<file path="src/rtl/uart_defs.sv">
// uart_defs: shared receiver constants, FSM state encoding and baud divider rounding
package uart_defs;
  typedef enum logic [2:0] {IDLE, START, DATA, STOP, BRK} rx_state_e;
  // Fixed oversampling ratio; the top-level OVERSAMPLE parameter is checked against it.
  localparam int OS_RATIO = 16;
  localparam int MID_LO = 7;
  localparam int MID_HI = 9;
  // Clocks per oversample tick, rounded to nearest: (F + 8B) / 16B.
  function automatic int tick_div(input int clock_freq, input int baud_rate);
    return int'((longint'(clock_freq) + longint'(baud_rate) * 8) / (longint'(baud_rate) * 16));
  endfunction
endpackage

</file>
<file path="src/rtl/uart_baud_tick.sv">
// uart_baud_tick: free-running divider producing one-cycle 16x oversample ticks
//   clk   in  clock
//   reset in  asynchronous active-high reset, clears the divider
//   tick  out one-cycle pulse each time the divider wraps
module uart_baud_tick
  import uart_defs::*;
#(
  parameter int CLOCK_FREQ = 125_000_000,
  parameter int BAUD_RATE = 115_200
) (
  input  logic clk,
  input  logic reset,
  output logic tick
);
  localparam int DIV = tick_div(CLOCK_FREQ, BAUD_RATE);
  localparam int W = (DIV > 1) ? $clog2(DIV) : 1;
  logic [W-1:0] cnt_q, cnt_d;
  assign tick = cnt_q == W'(DIV - 1);
  assign cnt_d = tick ? '0 : cnt_q + W'(1);
  always_ff @(posedge clk or posedge reset)
    if (reset) cnt_q <= '0;
    else cnt_q <= cnt_d;
endmodule

</file>
<file path="src/rtl/uart_rx_os16.sv">
// uart_rx_os16: 16x-oversampled 8N1 UART receiver with majority vote, glitch rejection and error flags
//   clk            in   single clock domain
//   reset          in   asynchronous active-high reset
//   serial_in      in   raw RX pin, idle high
//   data_out       out  received byte, LSB = first data bit
//   data_out_valid out  byte held until accepted
//   data_out_ready in   consumer accepts on valid & ready
//   framing_error  out  one-cycle pulse, stop bit sampled low
//   overrun        out  one-cycle pulse, byte completed while holding register full
module uart_rx_os16
  import uart_defs::*;
#(
  parameter int CLOCK_FREQ = 125_000_000,
  parameter int BAUD_RATE = 115_200,
  parameter int OVERSAMPLE = 16
) (
  input  logic       clk,
  input  logic       reset,
  input  logic       serial_in,
  output logic [7:0] data_out,
  output logic       data_out_valid,
  input  logic       data_out_ready,
  output logic       framing_error,
  output logic       overrun
);
  localparam int SW = $clog2(OS_RATIO);
  if (OVERSAMPLE != OS_RATIO) begin : g_os_check
    $error("uart_rx_os16: OVERSAMPLE must be 16");
  end
  logic tick, rx_s, rx_prev_q, mid, maj, accept;
  logic [1:0] sync_q, samp_q, samp_d;
  rx_state_e state_q, state_d;
  logic [SW-1:0] s_q, s_d;
  logic [2:0] idx_q, idx_d;
  logic [7:0] shift_q, shift_d, data_q, data_d;
  logic valid_q, valid_d, fe_q, fe_d, ovr_q, ovr_d;
  uart_baud_tick #(.CLOCK_FREQ(CLOCK_FREQ), .BAUD_RATE(BAUD_RATE)) u_tick (
    .clk(clk),
    .reset(reset),
    .tick(tick)
  );
  assign rx_s = sync_q[1];
  assign mid = tick && s_q == SW'(MID_HI);
  // samp_q holds the s=7 and s=8 samples; the s=9 sample is rx_s on the mid tick itself.
  assign maj = (samp_q[0] & samp_q[1]) | (rx_s & (samp_q[0] | samp_q[1]));
  assign accept = valid_q && data_out_ready;
  always_comb begin
    state_d = state_q;
    s_d = tick ? s_q + SW'(1) : s_q;
    idx_d = idx_q;
    shift_d = shift_q;
    samp_d = samp_q;
    data_d = data_q;
    valid_d = valid_q && !accept;
    fe_d = 1'b0;
    ovr_d = 1'b0;
    if (tick && s_q == SW'(MID_LO)) samp_d[0] = rx_s;
    if (tick && s_q == SW'(MID_LO + 1)) samp_d[1] = rx_s;
    case (state_q)
      IDLE:
        if (rx_prev_q && !rx_s) begin
          state_d = START;
          s_d = '0;
        end
      START:
        if (mid) begin
          state_d = maj ? IDLE : DATA;
          idx_d = 3'd0;
        end
      DATA:
        if (mid) begin
          shift_d = {maj, shift_q[7:1]};
          idx_d = idx_q + 3'd1;
          state_d = (idx_q == 3'd7) ? STOP : DATA;
        end
      STOP:
        if (mid) begin
          state_d = maj ? IDLE : BRK;
          fe_d = !maj;
          // A load may coincide with the consumer taking the previous byte.
          if (maj && (!valid_q || data_out_ready)) begin
            data_d = shift_q;
            valid_d = 1'b1;
          end
          ovr_d = maj && valid_q && !data_out_ready;
        end
      BRK: state_d = rx_s ? IDLE : BRK;
      default: state_d = IDLE;
    endcase
  end
  always_ff @(posedge clk or posedge reset)
    if (reset) begin
      sync_q <= 2'b11;
      rx_prev_q <= 1'b1;
      state_q <= IDLE;
      s_q <= '0;
      idx_q <= '0;
      shift_q <= '0;
      samp_q <= '0;
      data_q <= '0;
      valid_q <= 1'b0;
      fe_q <= 1'b0;
      ovr_q <= 1'b0;
    end else begin
      sync_q <= {sync_q[0], serial_in};
      rx_prev_q <= rx_s;
      state_q <= state_d;
      s_q <= s_d;
      idx_q <= idx_d;
      shift_q <= shift_d;
      samp_q <= samp_d;
      data_q <= data_d;
      valid_q <= valid_d;
      fe_q <= fe_d;
      ovr_q <= ovr_d;
    end
  assign data_out = data_q;
  assign data_out_valid = valid_q;
  assign framing_error = fe_q;
  assign overrun = ovr_q;
endmodule

</file>
<file path="config.mk">
export PLATFORM = sky130hd
export DESIGN_NAME = uart_rx_os16
export DESIGN_NICKNAME = d
export VERILOG_FILES = /design/src/rtl/uart_defs.sv /design/src/rtl/uart_baud_tick.sv /design/src/rtl/uart_rx_os16.sv
export SDC_FILE = /design/constraint.sdc
export NUM_CORES = 1
export LEC_CHECK = 0
export CAP_MARGIN = 10
export CELL_PAD_IN_SITES_DETAIL_PLACEMENT = 1
export CELL_PAD_IN_SITES_GLOBAL_PLACEMENT = 2
export CORE_ASPECT_RATIO = 1.5
export CORE_MARGIN = 3
export CORE_UTILIZATION = 35
export CTS_BUF_LIST = sky130_fd_sc_hd__clkbuf_8 sky130_fd_sc_hd__clkbuf_16
export CTS_CLUSTER_SIZE = 25
export DETAILED_ROUTE_END_ITERATION = 16
export PLACE_DENSITY_LB_ADDON = 0.1
export SYNTH_ARGS = -nofsm -noshare
export SYNTH_HDL_FRONTEND = slang
export SYNTH_HIERARCHICAL = 1
export SYNTH_SLANG_ARGS = --single-unit
</file>
<file path="constraint.sdc">
create_clock -name clk -period 2.49 [get_ports clk]
set_clock_uncertainty 0.15 [all_clocks]
set_input_delay 0.249 -clock clk [delete_from_list [all_inputs] [get_ports clk]]
set_output_delay 0.249 -clock clk [all_outputs]
set_load 0.05 [all_outputs]
</file>
==> results.ini, run 1 <==
[final_layout]
fillCellCount=566
drive_gt1_share_pct=21.1
fin_nets=175
stdcell_area_mm2=0.00217
fin_util_pct=43.7
instances_no_fill=232
insertedDiodeCount=0
syn2layout_area_growth_pct=17.0

[die]
std_cell_rows=31
io_pins=15
initial_core_util_pct=37.3
die_y_um=95.1
coreArea_mm2=0.00496
die_x_um=65.4
die-area_mm2=0.00623

[global_route]
grt_first_pass_wirelength_mm=6.19
grt-ovfl-total=0
grt_pass1_vias=1291
grt_max_degree=35
antenna_found_initial=0
grt.total_usage_pct=13.4

[clocking]
cts.clk_slew.worst_paths_ps=80
cts_num_sinks=41
cts_root_buf=clkbuf_8
htree_levels=2
cts_tree=built
cts_buffers=5
ctsLongestPathBuffers=2
hold_buffers=0
cts_resized=0
cts_setup_buffers=0
clk_latency_ps=290

[yosys]
synth_top_family_by_area=simple AND/OR/NAND/NOR gates
synth_fa_ha_area_share_pct=4.59
netlist_area_mm2=0.00185
synth_edf_count=0
yosys_warnings=6
ys_seq_elements=41
synth-simple-area-share_pct=14.8
synth_cells=146
ys_types=39
ys_seq_area_share_pct=55.5
synthMuxAreaShare_pct=11.5
synth_compound_area_share_pct=6.14
ys_async_sr_fraction_pct=100
synthXorXnorAreaFrac_pct=3.31
synth_nets=156
postSynthAreaPerCell_um2=12.7
yosys_most_used_dff=dfrtp_1

[route]
drc=0
vias_per_cell=5.15
drt_pass1_iterations=3
first_iter_violations=39
vias=1195
avgRoutedWirePerCell_um=15.7
routed_wl_mm=3.65
ant_nets=0

[sta]
max-slew-margin-rel_pct=65.9
fin_crit_sh_pct=90.7
setup_ws_ps=230
setup_violations=0
drv_slew=0
fin_setup_tns_ps=0
hold_viol_final=0
rsz0062_at_grt=false
hold-worst-slack_ps=63.5
period_needed_ps=2260
max_freq_ghz=0.443
worst_pin_slew_ps=510

[placed_design]
place_ws_ps=116
placed_area_mm2=0.00206
dp_hpwl_mm=2.67
gp_congestion=0.712
dp.cells=224
numPortBuffers=14

[worst_setup_path]
cp_max_fo=10
crit_arrival_ps=2280
required_ps=2510
crit_path_end=shift_q[4]
reg2reg_setup_slack_ps=230
cp-end-kind=flop
r2r_end=shift_q[4]
crit_path_start=u_tick/cnt_q[0]
worstSetupStartpointType=flop
worst-setup-path-type=reg -> reg
r2r_start=u_tick/cnt_q[0]
rr_worst_depth=7

[power_and_ir_drop]
leakagePower_nw=0.969
power_mw=1.21
p_per_area_mw_per_mm2=557
vdd_drop_max_v=0.000266

[status]
status=finished, final reports clean

[worst_hold_path]
worstHoldPathType=in -> async

[job]
maxCapViolCount=0

-- layer usage --
metal | wire length (µm) | vias to the layer above | part of all wire, % | global-route usage, %
li1 | - | 564 | - | -
met1 | 1500 | 614 | 41 | 15.1
met2 | 2000 | 12 | 55 | 23.8
met3 | 84 | 5 | 2.3 | 3.42
met4 | 66 | 0 | 1.8 | 5.71
met5 | 0 | - | 0 | 0
-- power breakdown --
group	leakage (nW)	internal (mW)	total, mW	switching, mW
Combinational	0.367	0.00607	0.0200	0.0139
Sequential	0.543	0.670	0.672	0.00213
Clock	0.0593	0.293	0.517	0.223
Total	0.969	0.969	1.21	0.239
-- logic make-up (layout without fill, tap and decap cells) --
family,after synthesis,in the layout
simple gates,43,43
flops,41,41
mux,19,19
compound gates,15,15
buf+inv,14,34
fa+ha+maj,7,7
xor+xnor,7,7
-- cells in the final DEF, fill, tap and decap left out, types with 2 or more instances in the layout --
cell type,n
dfrtp_1,38
ha_1,6
nand4_4,2
a21oi_1,4
buf_4,3
xor2_1,3
inv_1,10
nand4b_1,3
xnor2_1,4
nand2_1,5
mux2_2,18
dfstp_2,3
clkdlybuf4s50_1,14
nor2_1,10
a41oi_1,2
nand3_1,9
clkbuf_8,5
nor4_1,2
nor3_1,2
-- cell type report --
class / count / area, µm² / share of cell area [%]
clock inverter: 3 / 38.8 / 1.79
tap: 66 / 82.6 / 3.81
multi-input combinational: 91 / 753 / 34.7
inverter: 9 / 33.8 / 1.56
timing repair buffer: 17 / 163 / 7.50
sequential: 41 / 1030 / 47.5
clock buffer: 5 / 68.8 / 3.17
-- cell usage after synthesis, drive strengths merged (2+ instances only) --
master,number,area share (%)
dfrtp,38,51
mux2,18,11
nor2,10,2.0
inv,9,1.8
nand3,9,2.4
ha,6,4.0
nand2,5,1.0
a21oi,4,1.1
buf,4,2.1
xnor2,4,1.9
dfstp,3,4.3
nand4,3,2.6
nand4b,3,1.4
nor4,3,1.0
xor2,3,1.4
a41oi,2,0.94
nor3,2,0.54
-- sequential cells by signal, summed over array words and instances (netlist names) --
name            cells
rx_prev_q           1
s_q                 4
overrun             1
idx_q               3
data_out            8
u_tick/cnt_q        7
state_q             3
shift_q             8
framing_error       1
sync_q              2
data_out_valid      1
samp_q              2
-- critical path, cell delays in order, from the launching register on --
cell and delay (ps):
dfrtp_1 390, ha_1 300, nand3b_1 130, nor4_2 190
and4b_1 240, buf_4 200, nand4_4 210, mux2_2 340
-- worst min-delay path by stage --
stage                            to  slack (ps)  cells past startpoint
floorplan           u_tick/cnt_q[0]        -100                      1
global placement          sync_q[1]         200                      0
detailed placement        sync_q[1]         200                      0
CTS                 u_tick/cnt_q[6]          70                      2
global route        u_tick/cnt_q[6]          90                      2
finish              u_tick/cnt_q[6]          60                      2
Power figures use the tool's default switching activity.
==> run 2, diff against run 1 <==
--- a/config.mk
+++ b/config.mk
@@ -6,15 +6,13 @@
 export NUM_CORES = 1
 export LEC_CHECK = 0
 export CAP_MARGIN = 10
-export CELL_PAD_IN_SITES_DETAIL_PLACEMENT = 1
-export CELL_PAD_IN_SITES_GLOBAL_PLACEMENT = 2
 export CORE_ASPECT_RATIO = 1.5
 export CORE_MARGIN = 3
-export CORE_UTILIZATION = 35
+export CORE_UTILIZATION = 50
 export CTS_BUF_LIST = sky130_fd_sc_hd__clkbuf_8 sky130_fd_sc_hd__clkbuf_16
 export CTS_CLUSTER_SIZE = 25
 export DETAILED_ROUTE_END_ITERATION = 16
-export PLACE_DENSITY_LB_ADDON = 0.1
+export PLACE_DENSITY = 0.73
 export SYNTH_ARGS = -nofsm -noshare
 export SYNTH_HDL_FRONTEND = slang
 export SYNTH_HIERARCHICAL = 1
==> run 2 against run 1 <==
First-iteration DRC count down 59%. Final cell count down 11%. Critical path depth down 1. Clock-buffer cell count unchanged. Highest routed layer unchanged. Via count down 2.8%. Sequential share of layout area up 0.86 points. Clock power down 3%. Hold slack worse by 8.3 ps. Setup slack better by 44 ps.
==> results.ini, run 2 (synthesized netlist as in run 1, its figures left out) <==
[status]
status=finished, final reports clean  ; unchanged

[worst_setup_path]
cp-end-kind=flop  ; unchanged
required_ps=2510  ; about the same
path_delay_family=simple AND/OR/NAND/NOR gates  ; unchanged
crit_chain=ha_1 > nand3b_1 > nor4_1 > and4b_2 > nand4_4 > mux2_2  ; was ha_1 > nand3b_1 > nor4_2 > and4b_1 > buf_4 > nand4_4 > mux2_2
crit_arrival_ps=2230  ; was 2280 ps
cp_slowest_cell=and4b_2  ; was dfrtp_1
worstSetupStartpointType=flop  ; unchanged
crit_buf_inv=0  ; was 1
cp_max_fo=8  ; was 10
worst-setup-path-type=reg -> reg  ; unchanged
cpPeakStageDelay_ps=400  ; was 390 ps

[job]
maxCapViolCount=0  ; unchanged

[final_layout]
final_common_cell=dfrtp_1  ; unchanged
fin_nets=175  ; unchanged
final_cell_mix=38 x dfrtp_1, 18 x mux2_2, 14 x clkdlybuf4s50_1  ; unchanged
drive_gt1_share_pct=21.2  ; was 21.1%
fin_util_pct=61.2  ; was 43.7%
fillCellCount=280  ; was 566
syn2layout_area_growth_pct=14.9  ; was 17.0%
stdcell_area_mm2=0.00213  ; was 0.00217 mm²
insertedDiodeCount=0  ; unchanged

[route]
drt_pass1_iterations=4  ; was 3
drc=0  ; unchanged
avgRoutedWirePerCell_um=15.1  ; was 15.7 µm
vias=1161  ; was 1,195
ant_nets=0  ; unchanged
first_iter_violations=16  ; was 39
vias_per_cell=5.61  ; was 5.15
routed_wl_mm=3.13  ; was 3.65 mm

[placed_design]
placed_area_mm2=0.00203  ; was 0.00206 mm²
numPortBuffers=14  ; unchanged
gp_congestion=0.751  ; was 0.712
dp_hpwl_mm=2.25  ; was 2.67 mm

[power_and_ir_drop]
leakagePower_nw=0.963  ; was 0.969 nW
vdd_drop_max_v=0.000525  ; was 0.000266 V
p_per_area_mw_per_mm2=560  ; was 557 mW/mm²

[clocking]
cts_root_buf=clkbuf_8  ; unchanged
clk_latency_ps=280  ; was 290 ps
ctsLongestPathBuffers=2  ; unchanged
cts_tree=built  ; unchanged
cts.clk_slew.worst_paths_ps=80  ; about the same
hold_buffers=0  ; unchanged
cts_buffers=5  ; unchanged
cts_num_sinks=41  ; unchanged
htree_levels=2  ; unchanged
cts_setup_buffers=0  ; unchanged

[sta]
hold-worst-slack_ps=55.1  ; was 63.5 ps
worst_pin_slew_ps=505  ; was 510 ps
fin_crit_sh_pct=89.0  ; was 90.7%
max_freq_ghz=0.451  ; was 0.443 GHz
rsz0062_at_grt=false  ; unchanged
period_needed_ps=2220  ; was 2260 ps
max-slew-margin-rel_pct=66.2  ; was 65.9%
setup_violations=0  ; unchanged
hold_viol_final=0  ; unchanged
drv_slew=0  ; unchanged
fin_setup_tns_ps=0  ; unchanged

[die]
die_x_um=55.7  ; was 65.4 µm
coreArea_mm2=0.00348  ; was 0.00496 mm²
std_cell_rows=26  ; was 31
initial_core_util_pct=53.3  ; was 37.3%
io_pins=15  ; unchanged
die_y_um=80.6  ; was 95.1 µm
die-area_mm2=0.00449  ; was 0.00623 mm²

[global_route]
grt-ovfl-total=0  ; unchanged
grt.total_usage_pct=15.8  ; was 13.4%
grt_max_degree=35  ; unchanged
antenna_found_initial=0  ; unchanged
grt_pass1_vias=1163  ; was 1,291
grt_first_pass_wirelength_mm=5.46  ; was 6.19 mm

[worst_hold_path]
worstHoldPathType=in -> async  ; unchanged

[run 2: worst paths after layout]
check / slack, ps / cells past startpoint / end / start
worst max-delay path: 270 / 6 / shift_q[2] / u_tick/cnt_q[0]
worst min-delay path: 60 / 2 / u_tick/cnt_q[4] / reset
min in group clk: 210 / 0 / sync_q[1] / sync_q[0]
worst max register to register: 270 / 6 / shift_q[2] / u_tick/cnt_q[0]
max in group asynchronous: 1640 / 3 / rx_prev_q / reset
worst min register to register: 210 / 0 / sync_q[1] / sync_q[0]
[run 2: repair_timing]
action                                  in CTS  in global routing
endpoints found under the hold margin        0                  0
resized for setup                            0                  1
endpoints found under the setup margin       0                  1
[run 2: worst reg2reg max path: cells and delay by family, from the launching register on]
kind          cells  cell delay [ps]
fa+ha+maj         1              280
mux               1              330
flops             1              390
simple gates      4              940
[run 2: metrics by stage]
stage	total power [mW]	cells	worst slack, ps
finish	1.19	207	274
global route	1.25	207	21.5
CTS	1.21	207	175
detailed placement	0.706	200	187
global placement	0.705	200	295
floorplan	0.695	146	177
[run 2: where the power goes]
| part | leakage (nW) | switching [mW] | total [mW] | internal [mW] |
|---|---|---|---|---|
| Combinational | 0.366 | 0.0135 | 0.0195 | 0.00606 |
| Clock | 0.0540 | 0.211 | 0.502 | 0.291 |
| Sequential | 0.543 | 0.00225 | 0.672 | 0.670 |
| Total | 0.963 | 0.226 | 1.19 | 0.967 |
[run 2: final cells by class]
type	instances	area, µm²	share of cell area [%]
repair buffers	17	163	7.63
well taps	42	52.6	2.47
clock inverters	2	35.0	1.64
flip-flops and latches	41	1030	48.3
clock buffers	5	68.8	3.23
inverters	9	33.8	1.59
multi-input cells	91	748	35.1
[run 2: metal layers]
metal	global-route usage (%)	wire length, µm	vias to the layer above	part of all wire, %
met3	4.18	100	6	3.2
met1	18.4	1340	576	43
met2	27.4	1630	18	52
li1	-	-	561	-
met5	0	0	-	0
met4	6.57	58	0	1.9
==> run 3, diff against run 2 <==
--- a/config.mk
+++ b/config.mk
@@ -5,11 +5,12 @@
 export SDC_FILE = /design/constraint.sdc
 export NUM_CORES = 1
 export LEC_CHECK = 0
+export ABC_AREA = 1
 export CAP_MARGIN = 10
 export CORE_ASPECT_RATIO = 1.5
-export CORE_MARGIN = 3
 export CORE_UTILIZATION = 50
 export CTS_BUF_LIST = sky130_fd_sc_hd__clkbuf_8 sky130_fd_sc_hd__clkbuf_16
+export CTS_CLUSTER_DIAMETER = 30
 export CTS_CLUSTER_SIZE = 25
 export DETAILED_ROUTE_END_ITERATION = 16
 export PLACE_DENSITY = 0.73
==> run 3 against run 2 <==
Core utilization fell by 0.48 points. Clock-buffer cell count grew 1. Fmax increased by 6.5%. Sequential share of layout area decreased by 1.9 points. Synthesized cell count is 45% higher. Hold slack gained 3.7 ps. Clock power increased by 7.2%. Register-to-register slack improved by 140 ps. Largest cell class unchanged.
==> results.ini, run 3 <==
[worst_setup_path]
required_ps=2520  ; was 2510 ps
r2r_start=u_tick/cnt_q[0]  ; unchanged
crit_arrival_ps=2110  ; was 2230 ps
cp-end-kind=flop  ; unchanged
worstSetupStartpointType=flop  ; unchanged
cp_max_fo=10  ; was 8
crit_path_start=u_tick/cnt_q[0]  ; unchanged
crit_path_end=data_out[2]  ; was shift_q[2]
worst-setup-path-type=reg -> reg  ; unchanged
r2r_end=data_out[2]  ; was shift_q[2]
reg2reg_setup_slack_ps=410  ; was 270 ps
rr_worst_depth=9  ; was 6

[clocking]
cts.clk_slew.worst_paths_ps=80  ; about the same
cts_resized=0  ; unchanged
htree_levels=2  ; unchanged
cts_root_buf=clkbuf_8  ; unchanged
cts_num_sinks=41  ; unchanged
hold_buffers=0  ; unchanged
ctsLongestPathBuffers=2  ; unchanged
clk_latency_ps=290  ; was 280 ps
cts_tree=built  ; unchanged
cts_buffers=5  ; unchanged
cts_setup_buffers=0  ; unchanged

[global_route]
antenna_found_initial=0  ; unchanged
grt-ovfl-total=0  ; unchanged
grt.total_usage_pct=17.7  ; was 15.8%
grt_max_degree=35  ; unchanged
grt_first_pass_wirelength_mm=5.31  ; was 5.46 mm
grt_pass1_vias=1268  ; was 1,163

[route]
first_iter_violations=32  ; was 16
vias=1329  ; was 1,161
avgRoutedWirePerCell_um=11.0  ; was 15.1 µm
ant_nets=0  ; unchanged
drc=0  ; unchanged
routed_wl_mm=3.04  ; was 3.13 mm
vias_per_cell=4.82  ; was 5.61
drt_pass1_iterations=4  ; unchanged

[final_layout]
insertedDiodeCount=0  ; unchanged
multiInputGateArea_um2=758  ; was 748 µm²
regArea_mm2=0.00103  ; unchanged
fillCellCount=318  ; was 280
instances_no_fill=276  ; was 207
final_cell_mix=76 x nand2_1, 38 x dfrtp_1, 25 x inv_1  ; was 38 x dfrtp_1, 18 x mux2_2, 14 x clkdlybuf4s50_1
fin_nets=242  ; was 175
syn2layout_area_growth_pct=16.3  ; was 14.9%
drive_gt1_share_pct=13.3  ; was 21.2%
final_common_cell=nand2_1  ; was dfrtp_1

[placed_design]
dp.cells=268  ; was 200
dp_hpwl_mm=2.26  ; was 2.25 mm
gp_congestion=0.761  ; was 0.751
numPortBuffers=14  ; unchanged

[yosys]
ys_top_cells_by_area=dfrtp_1 50%, nand2_1 15%, inv_1 4.7%  ; was dfrtp_1 51%, mux2_2 11%, dfstp_2 4.3%
yosys_warnings=6  ; unchanged
yosys.area.top_type=dfrtp_1  ; unchanged
ys_seq_elements=41  ; unchanged
synth_cells=211  ; was 146
yosysMostFrequentCell=nand2_1  ; was dfrtp_1
yosys_most_used_dff=dfrtp_1  ; unchanged
synth_common_cells=76 x nand2_1, 38 x dfrtp_1, 24 x inv_1  ; was 38 x dfrtp_1, 18 x mux2_2, 10 x nor2_1
synth_nets=221  ; was 156
ys_seq_area_share_pct=54.0  ; was 55.5%
ys_async_sr_fraction_pct=100  ; unchanged
synth_edf_count=0  ; unchanged
netlist_area_mm2=0.00191  ; was 0.00185 mm²
ys_types=27  ; was 39
postSynthAreaPerCell_um2=9.03  ; was 12.7 µm²
yosysTopAreaCellShare_pct=49.9  ; was 51.3%

[power_and_ir_drop]
leakagePower_nw=1.24  ; was 0.963 nW
vdd_drop_max_v=0.000628  ; was 0.000525 V
p_per_area_mw_per_mm2=654  ; was 560 mW/mm²

[sta]
fin_setup_tns_ps=0  ; unchanged
drv_slew=0  ; unchanged
max_freq_ghz=0.481  ; was 0.451 GHz
hold_viol_final=0  ; unchanged
setup_violations=0  ; unchanged
max-slew-margin-rel_pct=51.3  ; was 66.2%
rsz0062_at_grt=false  ; unchanged
period_needed_ps=2080  ; was 2220 ps
fin_crit_sh_pct=83.6  ; was 89.0%
worst_pin_slew_ps=723  ; was 505 ps

[die]
die-area_mm2=0.00407  ; was 0.00449 mm²
initial_core_util_pct=52.2  ; was 53.3%
io_pins=15  ; unchanged
die_x_um=52.4  ; was 55.7 µm
die_y_um=77.6  ; was 80.6 µm
std_cell_rows=27  ; was 26
coreArea_mm2=0.00365  ; was 0.00348 mm²

[status]
status=finished, final reports clean  ; unchanged

[worst_hold_path]
worstHoldPathType=in -> async  ; unchanged

[job]
maxCapViolCount=0  ; unchanged

## run 3: cell count changes in the layout (fill, tap and decap cells not counted), moves of 4 or more
cell     before  now
nand2_1       5   76
mux2_2       18    0
inv_1         9   25
nand3_1       9   13
nor2_1       10   14
## run 3: layout make-up
| cell class | count | share of cell area [%] |
|---|---|---|
| sequential | 41 | 46.5 |
| multi-input combinational | 141 | 34.2 |
| timing repair buffer | 15 | 6.66 |
| inverter | 28 | 4.97 |
| clock buffer | 6 | 3.73 |
| tap | 43 | 2.43 |
| clock inverter | 2 | 1.52 |
## run 3: logic make-up after synthesis
family	after synthesis	synth area share (%)
and+or+nand+nor	120	30.4
DFF	41	54.0
buffers and inverters	29	6.17
AOI/OAI and AO/OA	10	3.15
adders and majority gates	6	3.94
xor gates and xnor gates	5	2.30
## run 3: critical path, stage by stage (launching register included)
cell and delay [ps]:
dfrtp_1 380, ha_1 200, nand2_1 60, nand3b_1 220, inv_1 250, nand4_4 250
nor2_8 220, nand2_4 100, nand2_1 80, nand2_1 50
## run 3: power by group
part | switching, mW | internal [mW] | leakage (nW)
registers | 0.0370 | 0.689 | 0.545
clock network | 0.216 | 0.323 | 0.0626
logic | 0.122 | 0.0629 | 0.635
## run 3: worst min path at each step
stage	startpoint	slack [ps]	endpoint
6_report	reset	60	u_tick/cnt_q[2]
5_1_grt	reset	100	u_tick/cnt_q[2]
3_5_place_dp	sync_q[0]	200	sync_q[1]
3_3_place_gp	sync_q[0]	200	sync_q[1]
2_1_floorplan	reset	-100	u_tick/cnt_q[0]
4_1_cts	reset	60	u_tick/cnt_q[2]
## run 3: through the flow
stage | hold WS, ps | instance area, µm² | util (%) | worst slack (ps) | power (mW)
floorplan | -97.6 | 1910 | - | 667 | 0.883
global placement | 202 | 2100 | 57.5 | 537 | 0.916
detailed placement | 201 | 2100 | 57.5 | 439 | 0.923
CTS | 62.7 | 2220 | 60.7 | 408 | 1.46
global route | 96.3 | 2220 | 60.7 | 245 | 1.52
finish | 58.8 | 2220 | 60.7 | 410 | 1.45
## run 3: routing by layer
metal,GRT usage [%],routed length [µm]
met1,20.4,1320
met4,7.89,65
met2,30.0,1570
met5,0,0
met3,4.12,83
